### src/rtl/fetch_unit_if.sv
// fetch_unit_if: instruction-memory request/response bus between fetch stage and imem.
// Rev 1.0
`default_nettype none

interface fetch_unit_if;
  logic        imem_req;
  logic [15:0] imem_addr;
  logic [15:0] imem_rdata;
  logic        imem_done;

  modport master (output imem_req, output imem_addr, input imem_rdata, input imem_done);
  modport slave  (input imem_req, input imem_addr, output imem_rdata, output imem_done);
endinterface

`default_nettype wire

### src/rtl/fetch_unit.sv
// fetch_unit: 16-bit fetch stage (FETCH/WAIT/HOLD/HALTED) feeding an IF/ID register. Rev 1.0
// Macro FETCH_PERF_CNT_EN enables a saturating accepted-fetch counter on fetch_count.
`default_nettype none

module fetch_unit (
  input  logic         clk,
  input  logic         rst,
  input  logic         stall_in,
  input  logic         redirect_valid,
  input  logic [15:0]  redirect_pc,
  fetch_unit_if.master imem,
  output logic [15:0]  if_instr,
  output logic [15:0]  if_pc_plus2,
  output logic         if_valid,
  output logic         halted,
  output logic         err,
  output logic [15:0]  fetch_count
);

  localparam logic [15:0] NOP = 16'h0800;

  typedef enum logic [1:0] {
    FETCH  = 2'd0,
    WAIT   = 2'd1,
    HOLD   = 2'd2,
    HALTED = 2'd3
  } state_t;

  state_t      state;
  logic [15:0] pc;
  logic [15:0] pending;
  logic        discard;
  logic        accept;
  logic [15:0] acc_instr;
  logic        acc_halt;

  // Request is suppressed while reset is held so the bus stays quiet.
  assign imem.imem_req  = rst && (state == FETCH) && !stall_in && !redirect_valid;
  assign imem.imem_addr = pc;
  assign err            = imem.imem_req && pc[0];

  always_comb begin
    accept    = 1'b0;
    acc_instr = imem.imem_rdata;
    if (!redirect_valid) begin
      case (state)
        FETCH:   accept = !stall_in && imem.imem_done;
        WAIT:    accept = imem.imem_done && !discard && !stall_in;
        HOLD: begin
          accept    = !stall_in;
          acc_instr = pending;
        end
        default: accept = 1'b0;
      endcase
    end
    acc_halt = (acc_instr[15:11] == 5'b00000);
  end

  always_ff @(posedge clk or negedge rst) begin
    if (!rst) begin
      state       <= FETCH;
      pc          <= 16'h0000;
      pending     <= 16'h0000;
      discard     <= 1'b0;
      if_instr    <= NOP;
      if_pc_plus2 <= 16'h0000;
      if_valid    <= 1'b0;
      halted      <= 1'b0;
    end else if (redirect_valid) begin
      pc       <= redirect_pc;
      pending  <= 16'h0000;
      if_instr <= NOP;
      if_valid <= 1'b0;
      halted   <= 1'b0;
      // An access still in flight must have its eventual response dropped.
      if (state == WAIT && !imem.imem_done) begin
        discard <= 1'b1;
        state   <= WAIT;
      end else begin
        discard <= 1'b0;
        state   <= FETCH;
      end
    end else if (accept) begin
      if_instr    <= acc_instr;
      if_pc_plus2 <= pc + 16'd2;
      if_valid    <= 1'b1;
      pc          <= pc + 16'd2;
      if (acc_halt) begin
        state  <= HALTED;
        halted <= 1'b1;
      end else begin
        state <= FETCH;
      end
    end else begin
      case (state)
        FETCH: begin
          if (!stall_in && !imem.imem_done) state <= WAIT;
        end
        WAIT: begin
          if (imem.imem_done) begin
            if (discard) begin
              discard <= 1'b0;
              state   <= FETCH;
            end else begin
              pending <= imem.imem_rdata;
              state   <= HOLD;
            end
          end
        end
        default: state <= state;
      endcase
    end
  end

`ifdef FETCH_PERF_CNT_EN
  logic [15:0] count_q;

  always_ff @(posedge clk or negedge rst) begin
    if (!rst) begin
      count_q <= 16'h0000;
    end else if (accept && (count_q != 16'hFFFF)) begin
      count_q <= count_q + 16'd1;
    end
  end

  assign fetch_count = count_q;
`else
  assign fetch_count = 16'h0000;
`endif

endmodule

`default_nettype wire

### src/flat_wrapper.sv
// flat-port wrapper written by rule: the top's interface ports become plain ports
module fetch_unit_flat 
  (clk, rst, stall_in, redirect_valid, redirect_pc, if_instr, if_pc_plus2, if_valid, halted, err, fetch_count, imem_imem_req, imem_imem_addr, imem_imem_rdata, imem_imem_done);
  fetch_unit_if imem_i ();
  input  logic clk;
  input  logic rst;
  input  logic stall_in;
  input  logic redirect_valid;
  input  logic [15:0] redirect_pc;
  output logic [15:0] if_instr;
  output logic [15:0] if_pc_plus2;
  output logic if_valid;
  output logic halted;
  output logic err;
  output logic [15:0] fetch_count;
  output wire logic [$bits(imem_i.imem_req)-1:0] imem_imem_req;
  output wire logic [$bits(imem_i.imem_addr)-1:0] imem_imem_addr;
  input wire logic [$bits(imem_i.imem_rdata)-1:0] imem_imem_rdata;
  input wire logic [$bits(imem_i.imem_done)-1:0] imem_imem_done;
  assign imem_imem_req = imem_i.imem_req;
  assign imem_imem_addr = imem_i.imem_addr;
  assign imem_i.imem_rdata = imem_imem_rdata;
  assign imem_i.imem_done = imem_imem_done;
  fetch_unit u_core (.clk(clk), .rst(rst), .stall_in(stall_in), .redirect_valid(redirect_valid), .redirect_pc(redirect_pc), .imem(imem_i), .if_instr(if_instr), .if_pc_plus2(if_pc_plus2), .if_valid(if_valid), .halted(halted), .err(err), .fetch_count(fetch_count));
endmodule
### config.mk
export PLATFORM = sky130hd
export DESIGN_NAME = fetch_unit_flat
export DESIGN_NICKNAME = d
export VERILOG_FILES = /design/src/rtl/fetch_unit_if.sv /design/src/rtl/fetch_unit.sv /design/src/flat_wrapper.sv
export SDC_FILE = /design/constraint.sdc
export NUM_CORES = 1
export LEC_CHECK = 0
export ABC_CLOCK_PERIOD_IN_PS = 2600
export CAP_MARGIN = 5
export CORE_MARGIN = 2
export CORE_UTILIZATION = 47
export DETAILED_ROUTE_END_ITERATION = 10
export PLACE_DENSITY = 0.8
export SETUP_SLACK_MARGIN = 0.15
export SYNTH_ARGS = -nofsm -noshare
export SYNTH_HDL_FRONTEND = slang
export SYNTH_SLANG_ARGS = --single-unit
### constraint.sdc
create_clock -name clk -period 2.6 [get_ports clk]
set_input_delay 0.39 -clock clk [delete_from_list [all_inputs] [get_ports clk]]
set_output_delay 0.39 -clock clk [all_outputs]
set_load 0.01 [all_outputs]
## Word-level counts from Yosys, hierarchy flattened

Cells that the tools add are included.

- Flip-flop bits (word level): 69
- Input bits: 37
- Word-level logic and storage cells: 72
- Output and inout port bits: 68

- Equal/unequal tests: 6
- Reduce and logical (&&, ||, !) cells: 25
- Multiplexer cells: 31
- $add $sub $neg: 1
- Bitwise logic cells: 1

Operators with widths:

| operator | number |
|---|---|
| 16-bit 2-to-1 mux | 11 |
| 16-bit by 2-bit adder with 16-bit output, second input constant | 1 |
| 1-bit 2-to-1 mux | 12 |
| 2-bit 2-to-1 mux | 6 |
| 1-bit logical AND | 9 |
| 4-bit by 3-bit inequality test with 1-bit output, second input constant | 2 |
| 2-bit nonzero test | 4 |
| 3-bit AND reduction | 2 |
| 5-bit zero test | 1 |
| 1-bit zero test | 4 |
| 2-bit inequality test, second input constant | 2 |
| 2-bit case mux with 2 select lines | 1 |
| 2-bit AND reduction | 2 |
| 4-bit AND reduction | 1 |
| 4-bit nonzero test | 1 |
| 1-bit case mux with 3 select lines | 1 |
| 2-bit by 1-bit == test with 1-bit output, second input constant | 1 |
| 2-bit == test, second input constant | 1 |
| 2-bit zero test | 1 |
| 1-bit inverter | 1 |

## Longest topological paths before layout

Gate-level depths: netlist of run 1.

- Depth in word-level cells: 7
- Depth in mapped cells: 8
- Depth with buffers taken out: 5

## Worst setup path after synthesis of run 1

Ideal clock, no wire load.

- Path type: reg-to-reg
- From: reg u_core.state[1]
- To: reg u_core.pc[9], in the netlist u_core.imem.imem_addr[9]
- Arrival time: 1742 ps
- Buffers on the path: 3
- Period minus slack after synthesis: 1868 ps
- Required time: 2474 ps
- Library setup time: 126 ps
- Path slack: 732 ps
- Stages on the path, launching flop included: 8
- Path through: dfrtp_1 -> buf_6 -> o21a_1 -> buf_6 -> or2_1 -> clkbuf_2 -> o311a_1 -> a311o_1

- Word-level cells in the longest chain between the ends: 4
- Elaborated cells on any way between the ends: 6
- Those cells by class: eq/ne (2); mux (2); reduce/logical (2)

RTL lines:

| what | RTL line | RTL |
|---|---|---|
| start, declared | fetch_unit.sv:29 | `state_t state;` |
| start signal, assigned | fetch_unit.sv:110 | `default: state <= state;` |
| 2-bit == test, or another cell as far along | fetch_unit.sv:46 | `case (state)` |
| 1-bit case mux with 3 select lines (*) | fetch_unit.sv:46 |  |
| 1-bit 2-to-1 mux (*) | fetch_unit.sv:45 | `if (!redirect_valid) begin` |
| 2-bit nonzero test (no source line) (*) | -- |  |
| end signal, assigned | fetch_unit.sv:70 | `pc <= redirect_pc;` |
| end signal, assigned | fetch_unit.sv:87 | `pc <= pc + 16'd2;` |
| end, declared | fetch_unit.sv:30 | `logic [15:0] pc;` |

Mark *: on every way between the ends. The rest lies on a longest branch, timed or not.
A chain may end at the register's enable or synchronous reset.

## Worst setup path after layout of run 1

- From: in stall_in
- To: out err

- Word-level cells in the longest chain between the ends: 4

RTL lines:

| what | RTL line | RTL |
|---|---|---|
| start, declared | flat_wrapper.sv:7 | `input logic stall_in;` |
| 1-bit zero test | fetch_unit.sv:38 | `assign imem.imem_req = rst && (state == FETCH) && !stall_in && !redirect_valid;` |
| 1-bit logical AND (2 in a row) | fetch_unit.sv:38 |  |
| 1-bit logical AND | fetch_unit.sv:40 | `assign err = imem.imem_req && pc[0];` |
| end, declared | flat_wrapper.sv:14 | `output logic err;` |

No other way between the ends.

==> qor.txt, run 1 <==
most common cell in the synthesized netlist = dfrtp_1
post-synthesis cell count = 380
sum of negative setup slack = 0 ns
largest family of logic cells by synthesized area = simple AND/OR/NAND/NOR gates
Worst-path clk slew = 0.08 ns
WS Path Type = input port to output pin
post-CTS sizing = 0
xor/xnor share of the synthesized area = 0.0446
CTS tree = yes
Root Buffer = clkbuf_8
Netlist cell types = 45
row count = 31
# clock sinks = 69
final hold vios = 0
Worst R2R Setup Slack = 0.54 ns
Finished Core Util = 0.649
vias in the first global route = 2,893
initial antenna violation count = 0
compound-gate portion of the synthesized area = 0.139
RSZ-0062 raised after global routing = false
Die Y = 90.8 um
Avg Cell Area, Syn = 9.31 um2
Diodes inserted = 0
post-CTS setup buffers = 0
Tcrit/Tclk final = 0.876
Finish-stage setup viols = 0
Hold Slack = 0.271 ns
total of warnings raised by yosys = 0
largest cells by area after synthesis = dfrtp_1 48%, mux2i_1 5.4%, nand2_1 5.3%
fillers = 630
Worst Skew = 0.00772 ns
Critical Path Start Type = input port
CTS max path bufs = 2
RR Startpoint = u_core.state[1]
Setup crit start = stall_in
area of the mapped netlist = 0.00354 mm2
final-stage net count = 499
drt initial violations = 149
grt total ovfl = 0
total track usage = 0.213
Pre-Repair DR Iteration Count = 4
Final ANT Viol Nets = 0
via count = 2,961
adder-cell share of the synthesized area = 0.00354
Initial Utilization = 0.488
Synth top area share = 0.481
largest net degree at the start of global routing = 70
CP Data Required Time = 2.21 ns
worst-skew pair later-pin latency = 0.36 ns
Wirelength per Cell = 14.7 um
Area growth syn-to-layout = 33.1%
Reg area = 0.00173 mm2
critical path endpoint category = output pin
footprint of the multi-input gates = 0.00161 mm2
Post-synth EDFFs = 0
ys async rst share = 1.00
final wirelength = 8.32 mm
Slew Viols, Final = 0
fmax = 439 MHz
#FFs+latches synth = 69
layout cells sized above 1 = 0.0901
CP arrival = 1.89 ns
register area share after synthesis = 0.488
most frequent cells after synthesis = 68 x dfrtp_1, 50 x nand2_1, 44 x nor2_1
Synth Area in Simple Gates = 0.182
DIE WIDTH = 90.8 um
post-synth top area cell = dfrtp_1
Rel. slew slack = 0.431
TritonCTS Buffers = 9
Worst VDD drop = 0.343 mV
GP Congestion = 0.795
Worst-Margin Slew = 0.854 ns
Pleak = 1.89 nW
max_cap viols = 0
mux contribution to synthesized area = 0.0633
die area = 0.00824 mm2
CP Max Fanout = 6
hold_buf cts = 0
HP Class = input port to asynchronous set/reset pin
Placeable Area = 0.00725 mm2
# port buffers = 88
htree depth = 3
min cycle time layout = 2.28 ns
Detail Placement HPWL = 5.77 mm
Pwr Density = 693 mW/mm2
status = completed
ys flop type = dfrtp_1
drc violations = 0
Via density = 5.24
IO Pins = 105
first-pass GRT wire length = 14.0 mm
-- cells by family (layout without fill, tap and decap cells) --
group | after synthesis | count (layout)
and+or+nand+nor | 140 | 140
AOI/OAI and AO/OA | 79 | 79
DFF | 69 | 69
buffers and inverters | 50 | 121
muxes | 22 | 22
xor gates and xnor gates | 18 | 18
adders and majority gates | 1 | 1
other | 1 | 16
-- power by group --
| part | switching (mW) | leakage (nW) | total [mW] | internal (mW) |
|---|---|---|---|---|
| clock network | 0.426 | 0.136 | 1.19 | 0.760 |
| registers | 0.124 | 0.850 | 1.34 | 1.22 |
| logic | 0.337 | 0.905 | 0.733 | 0.396 |
| total | 0.887 | 1.89 | 3.26 | 2.38 |
-- layout by cell type (no fill, tap or decap), types with 5 or more instances in the layout --
master | Yosys | layout
nor3_1 | 8 | 7
nor2_1 | 44 | 43
dfrtp_1 | 68 | 68
conb_1 | 1 | 16
nand3_1 | 5 | 5
a21oi_1 | 12 | 12
buf_4 | 16 | 11
clkdlybuf4s50_1 | 0 | 86
o21ai_0 | 29 | 29
inv_1 | 6 | 6
nand2_1 | 50 | 50
mux2i_1 | 19 | 19
a31oi_1 | 8 | 7
nor4_1 | 6 | 6
xnor2_1 | 16 | 16
clkbuf_8 | 0 | 10
a211oi_1 | 16 | 16
-- routing by layer --
metal	track usage	vias to the layer above	share of wire
met5	0	-	0
met2	0.345	91	0.49
li1	-	1453	-
met4	0.0667	0	0.013
met3	0.0626	11	0.057
met1	0.274	1406	0.44
-- sequential cells by signal (all words and copies together), names as in the netlist --
signal / count
u_core.if_instr: 16
u_core.pending: 16
u_core.imem.imem_addr: 16
u_core.halted: 1
u_core.if_pc_plus2: 16
u_core.state: 2
u_core.if_valid: 1
u_core.discard: 1
-- layout make-up --
cell class	count	area share
flip-flops and latches	69	0.367
inverters	6	0.00478
clock inverters	6	0.0284
clock buffers	10	0.0292
well taps	99	0.0263
multi-input cells	276	0.342
repair buffers	99	0.202
-- per-stage QoR --
stage	instances	worst slack, ns	power [mW]	cell area (um2)
4_1_cts	565	0.327	3.28	4710
2_1_floorplan	395	0.732	1.71	3590
3_5_place_dp	549	0.248	2.10	4440
3_3_place_gp	549	0.302	2.08	4440
6_report	565	0.322	3.26	4710
5_1_grt	565	0.198	3.41	4710
-- worst paths after layout --
kind / to / depth (start not counted)
min: u_core.if_pc_plus2[3] / 2
max: err / 4
min in group clk: u_core.pending[2] / 2
min reg2reg: u_core.pending[2] / 2
max in group asynchronous: u_core.pending[10] / 2
max reg2reg: u_core.imem.imem_addr[9] / 4
-- critical path, cell delays in order --
cell	delay [ns]
clkdlybuf4s50_1	0.53
nor4_1	0.24
and3_1	0.19
clkdlybuf4s50_1	0.53
Power figures use the tool's default switching activity.
==> inputs of run 2 (changes only) <==
--- a/config.mk
+++ b/config.mk
@@ -11,6 +11,7 @@
 export CORE_UTILIZATION = 47
 export DETAILED_ROUTE_END_ITERATION = 10
 export PLACE_DENSITY = 0.8
+export REMOVE_ABC_BUFFERS = 1
 export SETUP_SLACK_MARGIN = 0.15
 export SYNTH_ARGS = -nofsm -noshare
 export SYNTH_HDL_FRONTEND = slang
==> run 2 against run 1 <==
  * Combinational power barely moved
  * Cell count fell by 0.18%
  * Largest cell class unchanged
  * Sequential share of layout area rose by 0.71 points
  * Hold slack barely moved
  * Register-to-register slack got worse by 0.02 ns
  * Sequential power barely moved
  * Cell area fell by 1.9%
  * Non-clock buffer count fell by 1
  * Critical path type is now flip-flop to output pin
  * Maximum frequency rose by 1.1%
  * Highest routed layer unchanged
  * Clock skew rose by 0.00083 ns
==> qor.txt, run 2 (synthesis results as in run 1) <==
status = completed
HP Class = input port to asynchronous set/reset pin
initial antenna violation count = 0
post-CTS setup buffers = 0
layout cells sized above 1 = 0.0860
Via density = 5.31
Place WS = 0.257 ns
Diodes inserted = 0
Final ANT Viol Nets = 0
Wirelength per Cell = 14.7 um
TritonCTS Buffers = 9
min cycle time layout = 2.25 ns
DIE WIDTH = 90.8 um
drt initial violations = 153
Detail Placement HPWL = 5.80 mm
# port buffers = 88
Critical Path Slowest Stage Cell = clkdlybuf4s50_1
Largest stage delay, worst path = 0.53 ns
die area = 0.00824 mm2
Pre-Repair DR Iteration Count = 4
row count = 31
worst-path cell chain = nor4_1 -> and3_1 -> clkdlybuf4s50_1
crit path buf inv count = 1
CP Max Fanout = 9
Finish-stage setup viols = 0
Worst Skew = 0.00854 ns
Area growth syn-to-layout = 30.6%
Rel. slew slack = 0.426
Worst-path clk slew = 0.07 ns
routed wl met2 = 3.84 mm
grt total ovfl = 0
CP Data Required Time = 2.21 ns
dpl cells = 548
vias in the first global route = 2,819
Tcrit/Tclk final = 0.866
largest net degree at the start of global routing = 70
critical path's top delay family = simple AND/OR/NAND/NOR gates
met3 wire length = 669 um
worst setup margin = 0.348 ns
commonest cells after routing, fill and taps aside = 86 x clkdlybuf4s50_1, 68 x dfrtp_1, 50 x nand2_1, 43 x nor2_1, 29 x o21ai_0
Slew Viols, Final = 0
drc violations = 0
Met1 Routed Length = 3.64 mm
critical path endpoint category = output pin
commonest non-fill, non-tap cell in the layout = clkdlybuf4s50_1
final-stage net count = 498
Worst VDD drop = 0.349 mV
CTS tree = yes
RSZ-0062 raised after global routing = false
via count = 2,995
worst-skew pair later-pin latency = 0.34 ns
htree depth = 3
GP Congestion = 0.829
final hold vios = 0
Worst-Margin Slew = 0.861 ns
first-pass GRT wire length = 14.0 mm
Critical Path Start Type = flip-flop
final wirelength = 8.32 mm
WS Path Type = flip-flop to output pin
Placeable Area = 0.00725 mm2
fmax = 444 MHz
post-CTS sizing = 0
Pwr Density = 621 mW/mm2
CTS max path bufs = 2
total track usage = 0.211
Root Buffer = clkbuf_8
Die Y = 90.8 um
max_cap viols = 0
Pleak = 1.84 nW
final cell count without fillers = 564
IO Pins = 105
hold_buf cts = 0
# clock sinks = 69
CP arrival = 1.86 ns
Initial Utilization = 0.488
Highest Signal Layer = met4
-- run 2: worst reg2reg max path: stages (launching register included) --
cell and delay [ns]:
dfrtp_1 0.48, o21a_1 0.36, or2_1 0.44, o311a_1 0.39, a311o_1 0.31
-- run 2: per-layer routing --
layer  global-route usage  vias up
met5                    0        -
met4               0.0808        0
met3               0.0518       15
met2                0.327      116
met1                0.285     1415
li1                     -     1449
-- run 2: stage by stage --
step | total power [mW] | cell area, um2 | setup TNS [ns] | hold WS [ns] | util
detailed placement | 2.10 | 4440 | 0 | 0.473 | 0.613
finish | 2.87 | 4620 | 0 | 0.271 | 0.637
floorplan | 1.67 | 3340 | -5.97 | 0.0944 | -
global placement | 2.08 | 4440 | 0 | 0.462 | 0.613
CTS | 2.90 | 4620 | 0 | 0.316 | 0.637
global route | 3.03 | 4620 | 0 | 0.364 | 0.637
-- run 2: cell type report --
type | instances | area [um2]
Clock buffer | 12 | 155
Clock inverter | 4 | 22.5
Fill cell | 615 | 2630
Inverter | 6 | 22.5
Multi-Input combinational cell | 276 | 1610
Sequential cell | 69 | 1730
Tap cell | 99 | 124
Timing Repair Buffer | 98 | 958
-- run 2: worst paths after layout --
check                                   from                        to  slack, ns  depth (start not counted)
min in group clk           u_core.pending[0]         u_core.pending[0]       0.49                          2
max in group asynchronous                rst  u_core.imem.imem_addr[8]       1.76                          2
min reg2reg                u_core.pending[0]         u_core.pending[0]       0.49                          2
max reg2reg                  u_core.state[1]  u_core.imem.imem_addr[9]       0.52                          4
min                                      rst  u_core.imem.imem_addr[3]       0.27                          2
max                          u_core.state[1]                       err       0.35                          3
-- run 2: where the power goes --
| part | internal [mW] | switching [mW] | leakage [nW] |
|---|---|---|---|
| sequential | 1.22 | 0.125 | 0.850 |
| clock | 0.394 | 0.394 | 0.0921 |
| combinational | 0.399 | 0.337 | 0.903 |
==> inputs of run 3 (changes only) <==
--- a/config.mk
+++ b/config.mk
@@ -7,6 +7,7 @@
 export LEC_CHECK = 0
 export ABC_CLOCK_PERIOD_IN_PS = 2600
 export CAP_MARGIN = 5
+export CORE_ASPECT_RATIO = 0.9
 export CORE_MARGIN = 2
 export CORE_UTILIZATION = 47
 export DETAILED_ROUTE_END_ITERATION = 10
==> run 3 against run 2 <==
  * Clock skew rose by 0.0023 ns
  * Sequential power hardly changed
  * Maximum frequency is 1.2% lower
  * Sequential share of layout area shrank 0.70 points
  * Non-clock buffer count rose by 2
  * Total power is 11% higher
  * Largest cell class unchanged
==> qor.txt, run 3 (synthesis results as in run 1) <==
Slew Viols, Final = 0
CP Data Required Time = 2.21 ns
RR Startpoint = u_core.state[1]
via count = 2,944
first-pass GRT wire length = 13.7 mm
Reg2Reg Depth = 4
Final ANT Viol Nets = 0
post-CTS setup buffers = 0
htree depth = 3
Place WS = 0.328 ns
Worst R2R Setup Slack = 0.58 ns
commonest non-fill, non-tap cell in the layout = clkdlybuf4s50_1
grt total ovfl = 0
switching portion of total power = 0.275
Initial Utilization = 0.493
GP Congestion = 0.847
drc violations = 0
final hold vios = 0
final wirelength = 8.36 mm
P_int = 2.31 mW
vias in the first global route = 2,795
Hold Slack = 0.277 ns
initial antenna violation count = 0
Setup crit start = u_core.state[1]
busiest layer in global routing = met2
final-stage net count = 500
layout cells sized above 1 = 0.0921
sum of negative setup slack = 0 ns
Placeable Area = 0.00718 mm2
post-CTS sizing = 0
IO Pins = 105
worst setup path endpoint = err
Area growth syn-to-layout = 33.1%
status = completed
Rel. slew slack = 0.419
Tcrit/Tclk final = 0.877
Finish-stage setup viols = 0
worst setup margin = 0.321 ns
cell area after layout = 0.00471 mm2
CTS tree = yes
fmax = 439 MHz
met2 usage = 0.338
Diodes inserted = 0
Pwr Density = 677 mW/mm2
total track usage = 0.215
row count = 29
HP Class = input port to asynchronous set/reset pin
hold_buf cts = 0
met3 Use GR = 0.0687
TritonCTS Buffers = 9
min cycle time layout = 2.28 ns
DIE WIDTH = 95.5 um
Pleak = 1.89 nW
Wirelength per Cell = 14.9 um
worst-skew pair later-pin latency = 0.35 ns
critical path endpoint category = output pin
# port buffers = 88
Via density = 5.26
register share of total power = 0.424
footprint of the multi-input gates = 0.00161 mm2
placed standard-cell area = 0.00445 mm2
Gate power share = 0.230
# clock sinks = 69
Worst Skew = 0.0108 ns
worst r2r dst = u_core.imem.imem_addr[9]
CP arrival = 1.89 ns
die area = 0.00824 mm2
grt met1 use = 0.292
drt initial violations = 171
WS Path Type = flip-flop to output pin
commonest cells after routing, fill and taps aside = 86 x clkdlybuf4s50_1, 68 x dfrtp_1, 50 x nand2_1, 43 x nor2_1, 29 x o21ai_0
RSZ-0062 raised after global routing = false
Reg area = 0.00173 mm2
total power = 3.19 mW
max_cap viols = 0
fillers = 611
CP Max Fanout = 9
Critical Path Start Type = flip-flop
Root Buffer = clkbuf_8
Pre-Repair DR Iteration Count = 4
Die Y = 86.3 um
Worst-path clk slew = 0.08 ns
CTS max path bufs = 2
largest net degree at the start of global routing = 70
Psw = 877 uW
clock network fraction of design power = 0.346
Detail Placement HPWL = 5.81 mm
Worst VDD drop = 0.530 mV
Worst-Margin Slew = 0.871 ns
==> run 3: metal layers <==
layer | wire [um] | up-vias
met4 | 82 | 0
met2 | 3890 | 114
met5 | 0 | -
met1 | 3680 | 1375
met3 | 711 | 8
li1 | - | 1447
==> run 3: how the worst min path moves through the flow <==
stage                          endpoint  slack [ns]              start  cells after the start
2_1_floorplan            u_core.discard        0.09                rst                      0
3_3_place_gp          u_core.pending[4]        0.46  u_core.pending[4]                      2
3_5_place_dp          u_core.pending[6]        0.48  u_core.pending[6]                      2
4_1_cts                  u_core.discard        0.30                rst                      2
5_1_grt        u_core.imem.imem_addr[3]        0.36                rst                      2
6_report          u_core.if_pc_plus2[3]        0.28                rst                      2
==> run 3: power by group through the flow <==
stage / combinational (mW) / clock [mW] / sequential, mW
detailed placement: 0.739 / 0 / 1.37
CTS: 0.743 / 1.12 / 1.35
floorplan: 0.272 / 0 / 1.40
global placement: 0.723 / 0 / 1.36
global route: 0.810 / 1.17 / 1.37
finish: 0.734 / 1.10 / 1.35
==> run 3: per-stage QoR <==
stage / util / instances
after floorplan: - / 351
after global placement: 0.619 / 544
after detailed placement: 0.619 / 544
after CTS: 0.655 / 560
after global routing: 0.655 / 560
final: 0.655 / 560
==> run 3: critical path, cell delays in order, from the launching register on <==
cell	delay, ns
dfrtp_1	0.47
nor4_1	0.35
and3_1	0.20
clkdlybuf4s50_1	0.53
==> run 3: final cells by class <==
class	count	area share
clock buffers	11	0.0322
clock inverters	5	0.0226
inverters	6	0.00478
multi-input cells	276	0.342
flip-flops and latches	69	0.367
well taps	93	0.0247
repair buffers	100	0.207
